## src/rtl/muldiv_pkg.sv

```systemverilog
// Shared constants, state encoding and funct decoding for the multi-cycle multiply/divide unit.
package muldiv_pkg;

  localparam logic [5:0] FUNCT_MFHI  = 6'd16;
  localparam logic [5:0] FUNCT_MTHI  = 6'd17;
  localparam logic [5:0] FUNCT_MFLO  = 6'd18;
  localparam logic [5:0] FUNCT_MTLO  = 6'd19;
  localparam logic [5:0] FUNCT_MULT  = 6'd24;
  localparam logic [5:0] FUNCT_MULTU = 6'd25;
  localparam logic [5:0] FUNCT_DIV   = 6'd26;
  localparam logic [5:0] FUNCT_DIVU  = 6'd27;

  typedef enum logic [1:0] {
    IDLE = 2'd0,
    MUL  = 2'd1,
    DIV  = 2'd2,
    FIX  = 2'd3
  } muldiv_state_t;

  // Funct codes that touch HI/LO and therefore must wait while an iteration runs.
  function automatic logic is_muldiv_funct(input logic [5:0] f);
    logic hit;
    case (f)
      FUNCT_MFHI, FUNCT_MTHI, FUNCT_MFLO, FUNCT_MTLO,
      FUNCT_MULT, FUNCT_MULTU, FUNCT_DIV, FUNCT_DIVU: hit = 1'b1;
      default:                                        hit = 1'b0;
    endcase
    return hit;
  endfunction

endpackage

```

## src/rtl/muldiv_if.sv

```systemverilog
// Request/result bundle between the pipeline control (master) and the multiply/divide unit (slave).
interface muldiv_if #(
  parameter int WIDTH = 32
);

  logic             op_valid;
  logic [5:0]       funct;
  logic [WIDTH-1:0] src_a;
  logic [WIDTH-1:0] src_b;
  logic             busy;
  logic             stall;
  logic             done;
  logic [WIDTH-1:0] mf_data;
  logic [WIDTH-1:0] hi;
  logic [WIDTH-1:0] lo;

  modport master (
    output op_valid, funct, src_a, src_b,
    input  busy, stall, done, mf_data, hi, lo
  );

  modport slave (
    input  op_valid, funct, src_a, src_b,
    output busy, stall, done, mf_data, hi, lo
  );

endinterface

```

## src/rtl/muldiv_iter.sv

```systemverilog
// One shift-add (multiply) or restoring shift-subtract (divide) step through a single shared 2*WIDTH adder.
module muldiv_iter
  import muldiv_pkg::*;
#(
  parameter int WIDTH = 32
) (
  input  logic                 mode_div,
  input  logic [2*WIDTH-1:0]   acc,
  input  logic [2*WIDTH-1:0]   opa,
  input  logic [WIDTH-1:0]     mplier,
  output logic [2*WIDTH-1:0]   acc_nxt,
  output logic [2*WIDTH-1:0]   opa_nxt,
  output logic [WIDTH-1:0]     mplier_nxt
);

  localparam int W2 = 2 * WIDTH;

  // Divide packs {remainder, quotient}; the quotient MSB shifts into the remainder each step.
  logic [WIDTH:0]  shifted_s;
  logic [W2-1:0]   add_a_s;
  logic [W2-1:0]   add_b_s;
  logic            cin_s;
  logic [W2-1:0]   sum_s;
  logic            neg_s;

  assign shifted_s = acc[W2-1:WIDTH-1];

  // Adder operand select: accumulate multiplicand, or subtract the divisor from the shifted remainder.
  always_comb begin
    add_a_s = {W2{1'b0}};
    add_b_s = {W2{1'b0}};
    cin_s   = 1'b0;
    if (mode_div) begin
      add_a_s = {{(WIDTH-1){1'b0}}, shifted_s};
      add_b_s = ~opa;
      cin_s   = 1'b1;
    end else begin
      add_a_s = acc;
      add_b_s = mplier[0] ? opa : {W2{1'b0}};
      cin_s   = 1'b0;
    end
  end

  assign sum_s = add_a_s + add_b_s + {{(W2-1){1'b0}}, cin_s};
  assign neg_s = sum_s[W2-1];

  // Next-iteration state; a negative trial difference restores the shifted remainder.
  always_comb begin
    acc_nxt    = acc;
    opa_nxt    = opa;
    mplier_nxt = mplier;
    if (mode_div) begin
      acc_nxt    = {(neg_s ? shifted_s[WIDTH-1:0] : sum_s[WIDTH-1:0]), acc[WIDTH-2:0], ~neg_s};
      opa_nxt    = opa;
      mplier_nxt = mplier;
    end else begin
      acc_nxt    = sum_s;
      opa_nxt    = {opa[W2-2:0], 1'b0};
      mplier_nxt = {1'b0, mplier[WIDTH-1:1]};
    end
  end

endmodule

```

## src/rtl/muldiv_unit.sv

```systemverilog
// Multi-cycle MULT/MULTU/DIV/DIVU with HI/LO registers, MFHI/MFLO/MTHI/MTLO and a pipeline stall.
// Optional build macro MULDIV_EARLY_TERM_EN: multiply exits once the remaining multiplier bits are zero.
module muldiv_unit
  import muldiv_pkg::*;
#(
  parameter int WIDTH = 32
) (
  input  logic     clk,
  input  logic     rst_n,
  muldiv_if.slave  bus
);

  localparam int CNT_W = $clog2(WIDTH + 1);
  localparam int W2    = 2 * WIDTH;
  localparam logic [CNT_W-1:0] LAST_CNT = CNT_W'(WIDTH - 1);
  localparam logic [CNT_W-1:0] CNT_ONE  = {{(CNT_W-1){1'b0}}, 1'b1};

  muldiv_state_t    state_r;
  logic [CNT_W-1:0] cnt_r;
  logic [W2-1:0]    acc_r;
  logic [W2-1:0]    opa_r;
  logic [WIDTH-1:0] mplier_r;
  logic             neg_q_r;
  logic             neg_r_r;
  logic             op_div_r;
  logic             div0_r;
  logic [WIDTH-1:0] hi_r;
  logic [WIDTH-1:0] lo_r;
  logic             busy_r;
  logic             done_r;

  logic             signed_op_s;
  logic             sign_a_s;
  logic             sign_b_s;
  logic [WIDTH-1:0] abs_a_s;
  logic [WIDTH-1:0] abs_b_s;
  logic [W2-1:0]    acc_nxt_s;
  logic [W2-1:0]    opa_nxt_s;
  logic [WIDTH-1:0] mplier_nxt_s;
  logic             mul_exit_s;
  logic [W2-1:0]    prod_s;
  logic [WIDTH-1:0] quot_s;
  logic [WIDTH-1:0] rem_s;
  logic [WIDTH-1:0] fix_hi_s;
  logic [WIDTH-1:0] fix_lo_s;
  logic [WIDTH-1:0] mf_data_s;

  // Signed ops iterate on magnitudes; the sign flags are reapplied in FIX.
  always_comb begin
    signed_op_s = (bus.funct == FUNCT_MULT) || (bus.funct == FUNCT_DIV);
    sign_a_s    = signed_op_s & bus.src_a[WIDTH-1];
    sign_b_s    = signed_op_s & bus.src_b[WIDTH-1];
    abs_a_s     = sign_a_s ? -bus.src_a : bus.src_a;
    abs_b_s     = sign_b_s ? -bus.src_b : bus.src_b;
  end

  muldiv_iter #(
    .WIDTH (WIDTH)
  ) u_iter (
    .mode_div   (state_r == DIV),
    .acc        (acc_r),
    .opa        (opa_r),
    .mplier     (mplier_r),
    .acc_nxt    (acc_nxt_s),
    .opa_nxt    (opa_nxt_s),
    .mplier_nxt (mplier_nxt_s)
  );

`ifdef MULDIV_EARLY_TERM_EN
  assign mul_exit_s = (cnt_r == LAST_CNT) || (mplier_nxt_s == {WIDTH{1'b0}});
`else
  assign mul_exit_s = (cnt_r == LAST_CNT);
`endif

  // Sign correction and divide-by-zero override of the raw iteration result.
  always_comb begin
    prod_s   = neg_q_r ? -acc_r : acc_r;
    quot_s   = acc_r[WIDTH-1:0];
    rem_s    = acc_r[W2-1:WIDTH];
    fix_hi_s = prod_s[W2-1:WIDTH];
    fix_lo_s = prod_s[WIDTH-1:0];
    if (op_div_r) begin
      fix_hi_s = neg_r_r ? -rem_s : rem_s;
      if (div0_r) begin
        fix_lo_s = {WIDTH{1'b1}};
      end else begin
        fix_lo_s = neg_q_r ? -quot_s : quot_s;
      end
    end else begin
      fix_hi_s = prod_s[W2-1:WIDTH];
      fix_lo_s = prod_s[WIDTH-1:0];
    end
  end

  // Control FSM with HI/LO, busy and done registers.
  always_ff @(posedge clk or negedge rst_n) begin
    if (!rst_n) begin
      state_r  <= IDLE;
      cnt_r    <= {CNT_W{1'b0}};
      acc_r    <= {W2{1'b0}};
      opa_r    <= {W2{1'b0}};
      mplier_r <= {WIDTH{1'b0}};
      neg_q_r  <= 1'b0;
      neg_r_r  <= 1'b0;
      op_div_r <= 1'b0;
      div0_r   <= 1'b0;
      hi_r     <= {WIDTH{1'b0}};
      lo_r     <= {WIDTH{1'b0}};
      busy_r   <= 1'b0;
      done_r   <= 1'b0;
    end else begin
      done_r <= 1'b0;
      case (state_r)
        IDLE: begin
          if (bus.op_valid) begin
            case (bus.funct)
              FUNCT_MULT, FUNCT_MULTU: begin
                state_r  <= MUL;
                busy_r   <= 1'b1;
                cnt_r    <= {CNT_W{1'b0}};
                acc_r    <= {W2{1'b0}};
                opa_r    <= {{WIDTH{1'b0}}, abs_a_s};
                mplier_r <= abs_b_s;
                neg_q_r  <= sign_a_s ^ sign_b_s;
                neg_r_r  <= 1'b0;
                op_div_r <= 1'b0;
                div0_r   <= 1'b0;
              end
              FUNCT_DIV, FUNCT_DIVU: begin
                state_r  <= DIV;
                busy_r   <= 1'b1;
                cnt_r    <= {CNT_W{1'b0}};
                acc_r    <= {{WIDTH{1'b0}}, abs_a_s};
                opa_r    <= {{WIDTH{1'b0}}, abs_b_s};
                mplier_r <= {WIDTH{1'b0}};
                neg_q_r  <= sign_a_s ^ sign_b_s;
                neg_r_r  <= sign_a_s;
                op_div_r <= 1'b1;
                div0_r   <= (bus.src_b == {WIDTH{1'b0}});
              end
              FUNCT_MTHI: hi_r <= bus.src_a;
              FUNCT_MTLO: lo_r <= bus.src_a;
              default: begin
              end
            endcase
          end
        end
        MUL: begin
          acc_r    <= acc_nxt_s;
          opa_r    <= opa_nxt_s;
          mplier_r <= mplier_nxt_s;
          cnt_r    <= cnt_r + CNT_ONE;
          if (mul_exit_s) begin
            state_r <= FIX;
          end
        end
        DIV: begin
          acc_r <= acc_nxt_s;
          cnt_r <= cnt_r + CNT_ONE;
          if (cnt_r == LAST_CNT) begin
            state_r <= FIX;
          end
        end
        FIX: begin
          hi_r    <= fix_hi_s;
          lo_r    <= fix_lo_s;
          done_r  <= 1'b1;
          busy_r  <= 1'b0;
          state_r <= IDLE;
        end
        default: begin
          state_r <= IDLE;
          busy_r  <= 1'b0;
        end
      endcase
    end
  end

  // Move-from path reads the architectural registers only when no result is in flight.
  always_comb begin
    mf_data_s = {WIDTH{1'b0}};
    if (!busy_r) begin
      case (bus.funct)
        FUNCT_MFHI: mf_data_s = hi_r;
        FUNCT_MFLO: mf_data_s = lo_r;
        default:    mf_data_s = {WIDTH{1'b0}};
      endcase
    end else begin
      mf_data_s = {WIDTH{1'b0}};
    end
  end

  assign bus.stall   = bus.op_valid & busy_r & is_muldiv_funct(bus.funct);
  assign bus.busy    = busy_r;
  assign bus.done    = done_r;
  assign bus.mf_data = mf_data_s;
  assign bus.hi      = hi_r;
  assign bus.lo      = lo_r;

endmodule
```

## src/flat_wrapper.sv

```systemverilog
// flat-port wrapper written by rule: the top's interface ports become plain ports
module muldiv_unit_flat import muldiv_pkg::*;
#(
  parameter int WIDTH = 32
)
  (clk, rst_n, bus_op_valid, bus_funct, bus_src_a, bus_src_b, bus_busy, bus_stall, bus_done, bus_mf_data, bus_hi, bus_lo);
  muldiv_if #(.WIDTH(WIDTH)) bus_i ();
  input  logic clk;
  input  logic rst_n;
  input wire logic [$bits(bus_i.op_valid)-1:0] bus_op_valid;
  input wire logic [$bits(bus_i.funct)-1:0] bus_funct;
  input wire logic [$bits(bus_i.src_a)-1:0] bus_src_a;
  input wire logic [$bits(bus_i.src_b)-1:0] bus_src_b;
  output wire logic [$bits(bus_i.busy)-1:0] bus_busy;
  output wire logic [$bits(bus_i.stall)-1:0] bus_stall;
  output wire logic [$bits(bus_i.done)-1:0] bus_done;
  output wire logic [$bits(bus_i.mf_data)-1:0] bus_mf_data;
  output wire logic [$bits(bus_i.hi)-1:0] bus_hi;
  output wire logic [$bits(bus_i.lo)-1:0] bus_lo;
  assign bus_i.op_valid = bus_op_valid;
  assign bus_i.funct = bus_funct;
  assign bus_i.src_a = bus_src_a;
  assign bus_i.src_b = bus_src_b;
  assign bus_busy = bus_i.busy;
  assign bus_stall = bus_i.stall;
  assign bus_done = bus_i.done;
  assign bus_mf_data = bus_i.mf_data;
  assign bus_hi = bus_i.hi;
  assign bus_lo = bus_i.lo;
  muldiv_unit #(.WIDTH(WIDTH)) u_core (.clk(clk), .rst_n(rst_n), .bus(bus_i));
endmodule
```

## config.mk

```make
export PLATFORM = sky130hd
export DESIGN_NAME = muldiv_unit_flat
export DESIGN_NICKNAME = d
export VERILOG_FILES = /design/src/rtl/muldiv_pkg.sv /design/src/rtl/muldiv_if.sv /design/src/rtl/muldiv_iter.sv /design/src/rtl/muldiv_unit.sv /design/src/flat_wrapper.sv
export SDC_FILE = /design/constraint.sdc
export NUM_CORES = 1
export LEC_CHECK = 0
export ABC_AREA = 1
export CORE_ASPECT_RATIO = 2
export CORE_MARGIN = 2
export CORE_UTILIZATION = 61
export DETAILED_ROUTE_END_ITERATION = 6
export PLACE_DENSITY = 0.84
export SYNTH_ARGS = -nofsm -noshare
export SYNTH_HDL_FRONTEND = slang
export SYNTH_HIERARCHICAL = 1
export SYNTH_SLANG_ARGS = --single-unit
```

## constraint.sdc

```tcl
create_clock -name clk -period 5.2 [get_ports clk]
set_input_delay 1.04 -clock clk [delete_from_list [all_inputs] [get_ports clk]]
set_output_delay 1.04 -clock clk [all_outputs]
set_load 0.02 [all_outputs]
```

==> qor.yml, run 1 <==
grt_overflow: 14
synth_ff_type: "dfrtp_1"
ctsLongestPathBuffers: 3
syn_nets: 4326
cts_inserted_buffers: 24
synth_cell_types: 53
dieHeight_um: 286.0
port_buffers: 171
yosysWarnings: 6
cts_setup_buffers: 0
start_util: 0.6172
postCtsHoldBufs: 0
synth_edf_count: 0
yosysMostFrequentCell: "nand2_1"
async_flop_share: 1.000
place_area_um2: 26240
cts_root_buf: "clkbuf_16"
die_w_um: 145.0
syn_area_per_cell_um2: 5.803
yosysTopAreaCell: "dfrtp_1"
synthTopCellsByArea: "dfrtp_1 25%, nand2_1 20%, nor2_1 8.8%"
ios: 172
synth_area_um2: 24260
cts.repair.resized: 0
grtUsageTotal: 0.5704
ys_seq_elements: 238
grt_max_degree: 96
synth_top_area_share: 0.2455
lastStage: "global routing"
cts_sinks: 238
placementRows: 103
grt_pass1_wl_um: 179700
grt_pass1_vias: 30530
cts_max_level: 1
status: "did not finish"
yosys-top-cells-count: "1275 x nand2_1, 569 x nor2_1, 436 x inv_1"
routabilityCongestion: 1.179
synth_seq_area_share: 0.2455
synthCells: 4180
post-place-ws_ns: 0.7265
dpl.hpwl_um: 89090
error_line: "[ERROR GRT-0116] Global routing finished with congestion. Check the congestion regions in the DRC Viewer."
## metal layers
layer	overflow	track usage
met5	0	0
met1	0	0.5357
met4	9	0.6728
met2	5	0.8811
met3	0	0.2211
## metrics by stage
step / hold slack (ns) / cells / util
after floorplan: 0.4419 / 4180 / -
after global placement: 0.4554 / 4740 / 0.6675
after detailed placement: 0.4873 / 4740 / 0.6675
after CTS: 0.4244 / 4782 / 0.6879
## kinds of logic after synthesis
kind of cell | count (synthesis) | share of synthesized area
adders and majority gates | 73 | 0.03827
xor gates and xnor gates | 59 | 0.02130
and+or+nand+nor | 2378 | 0.4099
DFF | 238 | 0.2455
buffers and inverters | 632 | 0.1031
AOI/OAI and AO/OA | 800 | 0.1820
==> run 2: changes to the inputs <==
Settings changed: CORE_ASPECT_RATIO 2 to not set, CORE_UTILIZATION 61 to 40, PLACE_DENSITY 0.84 to not set, PLACE_DENSITY_LB_ADDON set to 0.15.
==> run 2 against run 1 <==
  * The flow now finishes, with violations (DRC)
  * Synthesized cell count unchanged
  * Area after synthesis unchanged
==> qor.yml, run 2 <==
tns_ns: 0
synthCells: 4180  # unchanged
comb_power_share: 0.686
hp-class: "reg2reg"
synthTopCellsByArea: "dfrtp_1 25%, nand2_1 20%, nor2_1 8.8%"
grt_overflow: 0
grt_pass1_wl_um: 162900
pwr-share-seq: 0.191
finalHoldViolCount: 0
sw_frac_of_total: 0.5759
cpMostUsedCell: "nand2_1"
routabilityCongestion: 1.047  # -11%
vias_per_cell: 5.662
hold-path-endpoint: "u_core/opa_r[62]"
cts_root_buf: "clkbuf_16"
antenna_found_initial: 2
postCtsHoldBufs: 0  # unchanged
synth_cell_types: 53  # unchanged
grt_pass1_vias: 26050
slowest_delay_ns: 0.44
yosysTopAreaCell: "dfrtp_1"
crit_required_ns: 5.63
worstMarginPinSlew_ns: 1.121
grtUsageTotal: 0.3402
reg2reg_to: "u_core/acc_r[62]"
ios: 172  # unchanged
die_w_um: 250.3  # +73%
cts_sinks: 238  # unchanged
worstSetupStartpointType: "flip-flop"
grt_max_degree: 121
mostFrequentLayoutCells: "1275 x nand2_1, 569 x nor2_1, 435 x inv_1"
critPathArrivalTime_ns: 4.98
routed_wl_um: 109500
die_area_um2: 62630
dr.first_iter.drc_count: 3748
syn_nets: 4326  # unchanged
r2r_start: "u_core/state_r[0]"
drtAntennaViolNets: 0
path_buf_inv: 3
ir_drop_uv: 463.4
status: "finished, violations left"
post-route-min-period_ns: 4.552
intPower_mw: 8.450
drv_cap: 0
start_util: 0.4034  # -0.2137
hold-path-cell-count: 2
yosys-top-cells-count: "1275 x nand2_1, 569 x nor2_1, 436 x inv_1"
synth_edf_count: 0  # unchanged
worst_path_max_delay_cell: "fa_1"
wl_per_cell_um: 21.67
async_flop_share: 1.000  # unchanged
ys_seq_elements: 238  # unchanged
powerDensity_nw_per_um2: 719.8
maxSlewViolCount: 0
critPathCaptureType: "flip-flop"
ff2ff_setup_slack_ns: 0.65
vias: 28620
clk_latency_ns: 0.57
max_slew_margin: 0.2518
path_max_fanout: 80
failed_checks: "DRC"
setup_violations: 0
cts_max_level: 2  # +1
finClkSkew_ns: 0.02472
synth_seq_area_share: 0.2455  # unchanged
layout_commonest_cell: "nand2_1"
clkTransAtPathRegs_ns: 0.06
critPathTopFamily: "simple AND/OR/NAND/NOR gates"
ctsLongestPathBuffers: 3  # unchanged
fin_crit_sh: 0.8753
cts_inserted_buffers: 34  # +42%
rsz0062_at_grt: "no"
largest_registers: "u_core/acc_r (64), u_core/opa_r (64)"
crit_chain: "inv_1 > ha_4 > buf_12 > or2_1 > nand3_1 > fa_1 > inv_1 > fa_1 > nand3_1 > nand2_1 > nand2_1 > nand2_1 > nand3_1 > nand2_1 > nand2_1 > nand2_1 > nand2_1 > nand2_1 > nand3_1 > nand2_1 > nand2_1 > nand3_1 > o21ai_0"
clock.fmax_mhz: 219.7
cts.repair.resized: 0  # unchanged
switchingPower_mw: 11.47
crit_type: "reg2reg"
cts_tree: "done"
dpl.hpwl_um: 86170  # -3.3%
yosysMostFrequentCell: "nand2_1"
dieHeight_um: 250.3  # -13%
port_buffers: 171  # unchanged
yosysWarnings: 6  # unchanged
cts_setup_buffers: 0  # unchanged
fin_cells: 5054
p_leak_nw: 13.30
place_inst: 4992  # +5.3%
synth_ff_type: "dfrtp_1"
power_frac_clock: 0.123
drive_gt1_frac: 0.04495
synth_top_area_share: 0.2455  # unchanged
fin_nets: 4392
drc: 16
syn_to_final_growth_pct: 14.11
placementRows: 90  # -13%
total_power_mw: 19.92
drtPass1Iterations: 7
syn_area_per_cell_um2: 5.803  # unchanged
hp-start: "u_core/opa_r[62]"
rr_worst_depth: 23
coreArea_um2: 60130
synth_area_um2: 24260  # unchanged
==> run 2: power by group through the flow <==
stage	Clock [mW]	Combinational, mW	Sequential, mW
after global routing	2.56	14.8	3.89
after global placement	0	13.2	3.78
after CTS	2.49	13.3	3.76
final	2.44	13.7	3.81
after floorplan	0	8.71	3.64
after detailed placement	0	13.2	3.78
==> run 2: worst max-delay path by stage <==
stage,startpoint,endpoint,slack [ns],cells past startpoint
CTS,bus_funct[4],bus_mf_data[14],0.80,9
floorplan,u_core/state_r[0],u_core/acc_r[54],1.55,24
detailed placement,bus_funct[4],bus_mf_data[24],0.82,9
global placement,u_core/state_r[0],u_core/acc_r[62],0.85,23
finish,u_core/state_r[0],u_core/acc_r[62],0.65,23
global route,u_core/state_r[0],u_core/acc_r[60],0.46,23
==> run 2: cells by family after synthesis <==
logic type | count (synthesis) | synth area share
AND/OR/NAND/NOR | 2378 | 0.4099
adder cells (fa/ha/maj) | 73 | 0.03827
XOR/XNOR | 59 | 0.02130
buffers and inverters | 632 | 0.1031
flip-flops | 238 | 0.2455
AO/OA/AOI/OAI | 800 | 0.1820
==> run 2: layer usage <==
| layer | vias up | part of all wire | track usage |
|---|---|---|---|
| li1 | 13630 | - | - |
| met1 | 13180 | 0.42 | 0.4691 |
| met2 | 1517 | 0.42 | 0.5119 |
| met3 | 288 | 0.10 | 0.06672 |
| met4 | 4 | 0.052 | 0.1550 |
| met5 | - | 0.00095 | 0.01081 |
==> run 2: final cells by class <==
class	count	area (µm²)
Sequential cell	238	5956
Multi-Input combinational cell	3310	15850
Clock buffer	46	967.2
Fill cell	6574	32450
Inverter	458	1719
Clock inverter	15	177.7
Antenna cell	1	2.502
Timing Repair Buffer	204	2027
Tap cell	782	978.4
==> run 2: worst register-to-register path, delay by kind of cell, from the launching register on <==
kind                       cells  cell delay [ns]
and+or+nand+nor               16             2.37
AOI/OAI and AO/OA              1             0.09
buffers and inverters          3             0.59
DFF                            1             0.43
adders and majority gates      3             0.92
==> run 2: through the flow <==
stage	util	setup slack (ns)	hold WS, ns	cell area, µm²
6_report	0.4603	0.6483	0.4745	27680
5_1_grt	0.4603	0.4594	0.5181	27680
4_1_cts	0.4603	0.8032	0.4752	27680
3_5_place_dp	0.4412	0.8165	0.4645	26530
3_3_place_gp	0.4412	0.8477	0.4587	26530
2_1_floorplan	-	1.547	0.4419	24260
Note: power is estimated with default switching activity, not from simulation.
==> run 3: changes to the inputs <==
Settings changed: RECOVER_POWER set to 100.
==> run 3 against run 2 <==
  * The run ends with capacitance limit, slew limit left
  * Fmax decreased by 4.0%
  * Wire length is 0.10% higher
  * Design area down 0.37%
  * Non-clock buffer count did not move
  * Worst setup slack worse by 0.19 ns
  * Register-to-register slack worse by 0.19 ns
  * Total power decreased by 0.62%
  * Via count increased by 0.44%
  * Sequential share of layout area is 0.079 points higher
  * Core utilization decreased by 0.17 points
  * Cell count unchanged
  * Critical path depth shrank 19
  * Largest cell class unchanged
  * Highest routed layer unchanged
==> qor.yml, run 3 (same netlist as run 2, synthesis figures left out) <==
status: "finished, violations left"
failed_checks: "capacitance limit, slew limit"
finalInstanceArea_um2: 27580  # -0.37%
cts.repair.resized: 0  # unchanged
nFillCells: 6591  # +0.26%
antenna_found_initial: 2  # unchanged
worstSetupStartpointType: "flip-flop"
path_buf_inv: 1  # -2
postCtsHoldBufs: 0  # unchanged
clock.fmax_mhz: 210.9  # -4.0%
dr.max_layer_used: "met5"
met3WireLength_um: 10990  # -3.9%
setup_violations: 0  # unchanged
r2r_start: "u_core/state_r[1]"
cts_setup_buffers: 0  # unchanged
wl_per_cell_um: 21.69  # +0.10%
grt_pass1_wl_um: 162900  # unchanged
cts_max_level: 2  # unchanged
clk_latency_ns: 0.57  # about the same
fin_nets: 4392  # unchanged
routed_wl_um: 109600  # +0.10%
slowest_delay_ns: 1.76  # +1.32 ns
wl_met1_um: 46480  # +1.4%
fin_crit_sh: 0.9119  # +0.03657
critical_path.startpoint: "u_core/state_r[1]"
vias: 28740  # +0.44%
clkTransAtPathRegs_ns: 0.06  # about the same
grt_overflow: 0  # unchanged
port_buffers: 171  # unchanged
worst_path_max_delay_cell: "ha_1"
drive_gt1_frac: 0.04285  # -0.002107
drtPass1Iterations: 6  # -1
rsz0062_at_grt: "no"
critPathTopFamily: "adder cells"
worstMarginPinSlew_ns: 2.712  # +1.591 ns
dieHeight_um: 250.3  # unchanged
place_area_um2: 26530  # unchanged
dr.first_iter.drc_count: 3601  # -3.9%
grtUsageTotal: 0.3402  # unchanged
p_leak_nw: 13.37  # +0.56%
maxSlewViolCount: 268  # +268
crit_required_ns: 5.68  # +0.05 ns
finClkSkew_ns: 0.02043  # -0.004297 ns
dpl.hpwl_um: 86170  # unchanged
grt_max_degree: 121  # unchanged
critPathCaptureType: "flip-flop"
routabilityCongestion: 1.047  # unchanged
syn_to_final_growth_pct: 13.69
max_slew_margin: -0.8079  # -1.060
hp-start: "u_core/opa_r[62]"
grt_pass1_vias: 26050  # unchanged
cts_sinks: 238  # unchanged
cts_inserted_buffers: 34  # unchanged
post-route-min-period_ns: 4.742  # +0.1902 ns
drc: 0  # -16
critPathArrivalTime_ns: 5.22  # +0.24 ns
finalHoldViolCount: 0  # unchanged
hp-class: "reg2reg"
path_max_fanout: 59  # -26%
hold_slack_ns: 0.4745  # -0.00003600 ns
coreArea_um2: 60130  # unchanged
drtAntennaViolNets: 0  # unchanged
cts_root_buf: "clkbuf_16"
start_util: 0.4034  # unchanged
layout_commonest_cell: "nand2_1"
drv_cap: 5  # +5
wl_met2_um: 46480  # +0.14%
largest_registers: "u_core/acc_r (64), u_core/opa_r (64)"
crit_type: "reg2reg"
mostFrequentLayoutCells: "1276 x nand2_1, 570 x nor2_1, 436 x inv_1"
tns_ns: 0  # unchanged
vias_per_cell: 5.687  # +0.44%
cts_tree: "done"
total_power_mw: 19.80  # -0.62%
powerDensity_nw_per_um2: 717.9  # -0.26%
die_area_um2: 62630  # unchanged
die_w_um: 250.3  # unchanged
ir_drop_uv: 417.7  # -9.9%
ios: 172  # unchanged
ctsLongestPathBuffers: 3  # unchanged
crit_chain: "ha_1 > clkbuf_1 > nand3_1 > a21oi_1"
placementRows: 90  # unchanged
run 3: metal layers:
| metal | track usage | vias up |
|---|---|---|
| met5 | 0.01081 | - |
| li1 | - | 13640 |
| met4 | 0.1550 | 2 |
| met3 | 0.06672 | 283 |
| met1 | 0.4691 | 13300 |
| met2 | 0.5119 | 1514 |
run 3: area by class of cell:
| class | instances | area (µm²) | share of cell area |
|---|---|---|---|
| multi-input combinational | 3310 | 15800 | 0.5729 |
| timing repair buffer | 204 | 1978 | 0.07173 |
| clock buffer | 46 | 967.2 | 0.03507 |
| clock inverter | 15 | 177.7 | 0.006442 |
| inverter | 458 | 1719 | 0.06234 |
| antenna | 1 | 2.502 | 0.00009074 |
| tap | 782 | 978.4 | 0.03548 |
| sequential | 238 | 5956 | 0.2160 |
run 3: path summary, 6_finish.rpt:
kind | end | slack (ns) | cells past startpoint
hold / removal | u_core/opa_r[62] | 0.47 | 2
min in group asynchronous | u_core/opa_r[53] | 1.29 | 1
setup reg to reg | u_core/bus.hi[14] | 0.46 | 4
setup / recovery | u_core/bus.hi[14] | 0.46 | 4
hold reg to reg | u_core/opa_r[62] | 0.47 | 2
max in group asynchronous | u_core/mplier_r[11] | 1.19 | 2
run 3: stage by stage:
| step | instances | utilization | setup slack [ns] |
|---|---|---|---|
| finish | 5054 | 0.4586 | 0.4581 |
| global route | 5053 | 0.4586 | 0.2368 |
| CTS | 5053 | 0.4603 | 0.8032 |
| detailed placement | 4992 | 0.4412 | 0.8165 |
| global placement | 4992 | 0.4412 | 0.8477 |
| floorplan | 4180 | - | 1.547 |
run 3: worst min-delay path: cells and delay by family, from the launching register on:
family,cells,cell delay [ns]
AND/OR/NAND/NOR,2,0.11
flip-flops,1,0.33
run 3: report_power, final:
group | internal, mW | switching, mW | total [mW]
clock | 1.46 | 0.977 | 2.44
sequential | 2.73 | 1.06 | 3.79
combinational | 4.16 | 9.41 | 13.6
total | 8.35 | 11.4 | 19.8
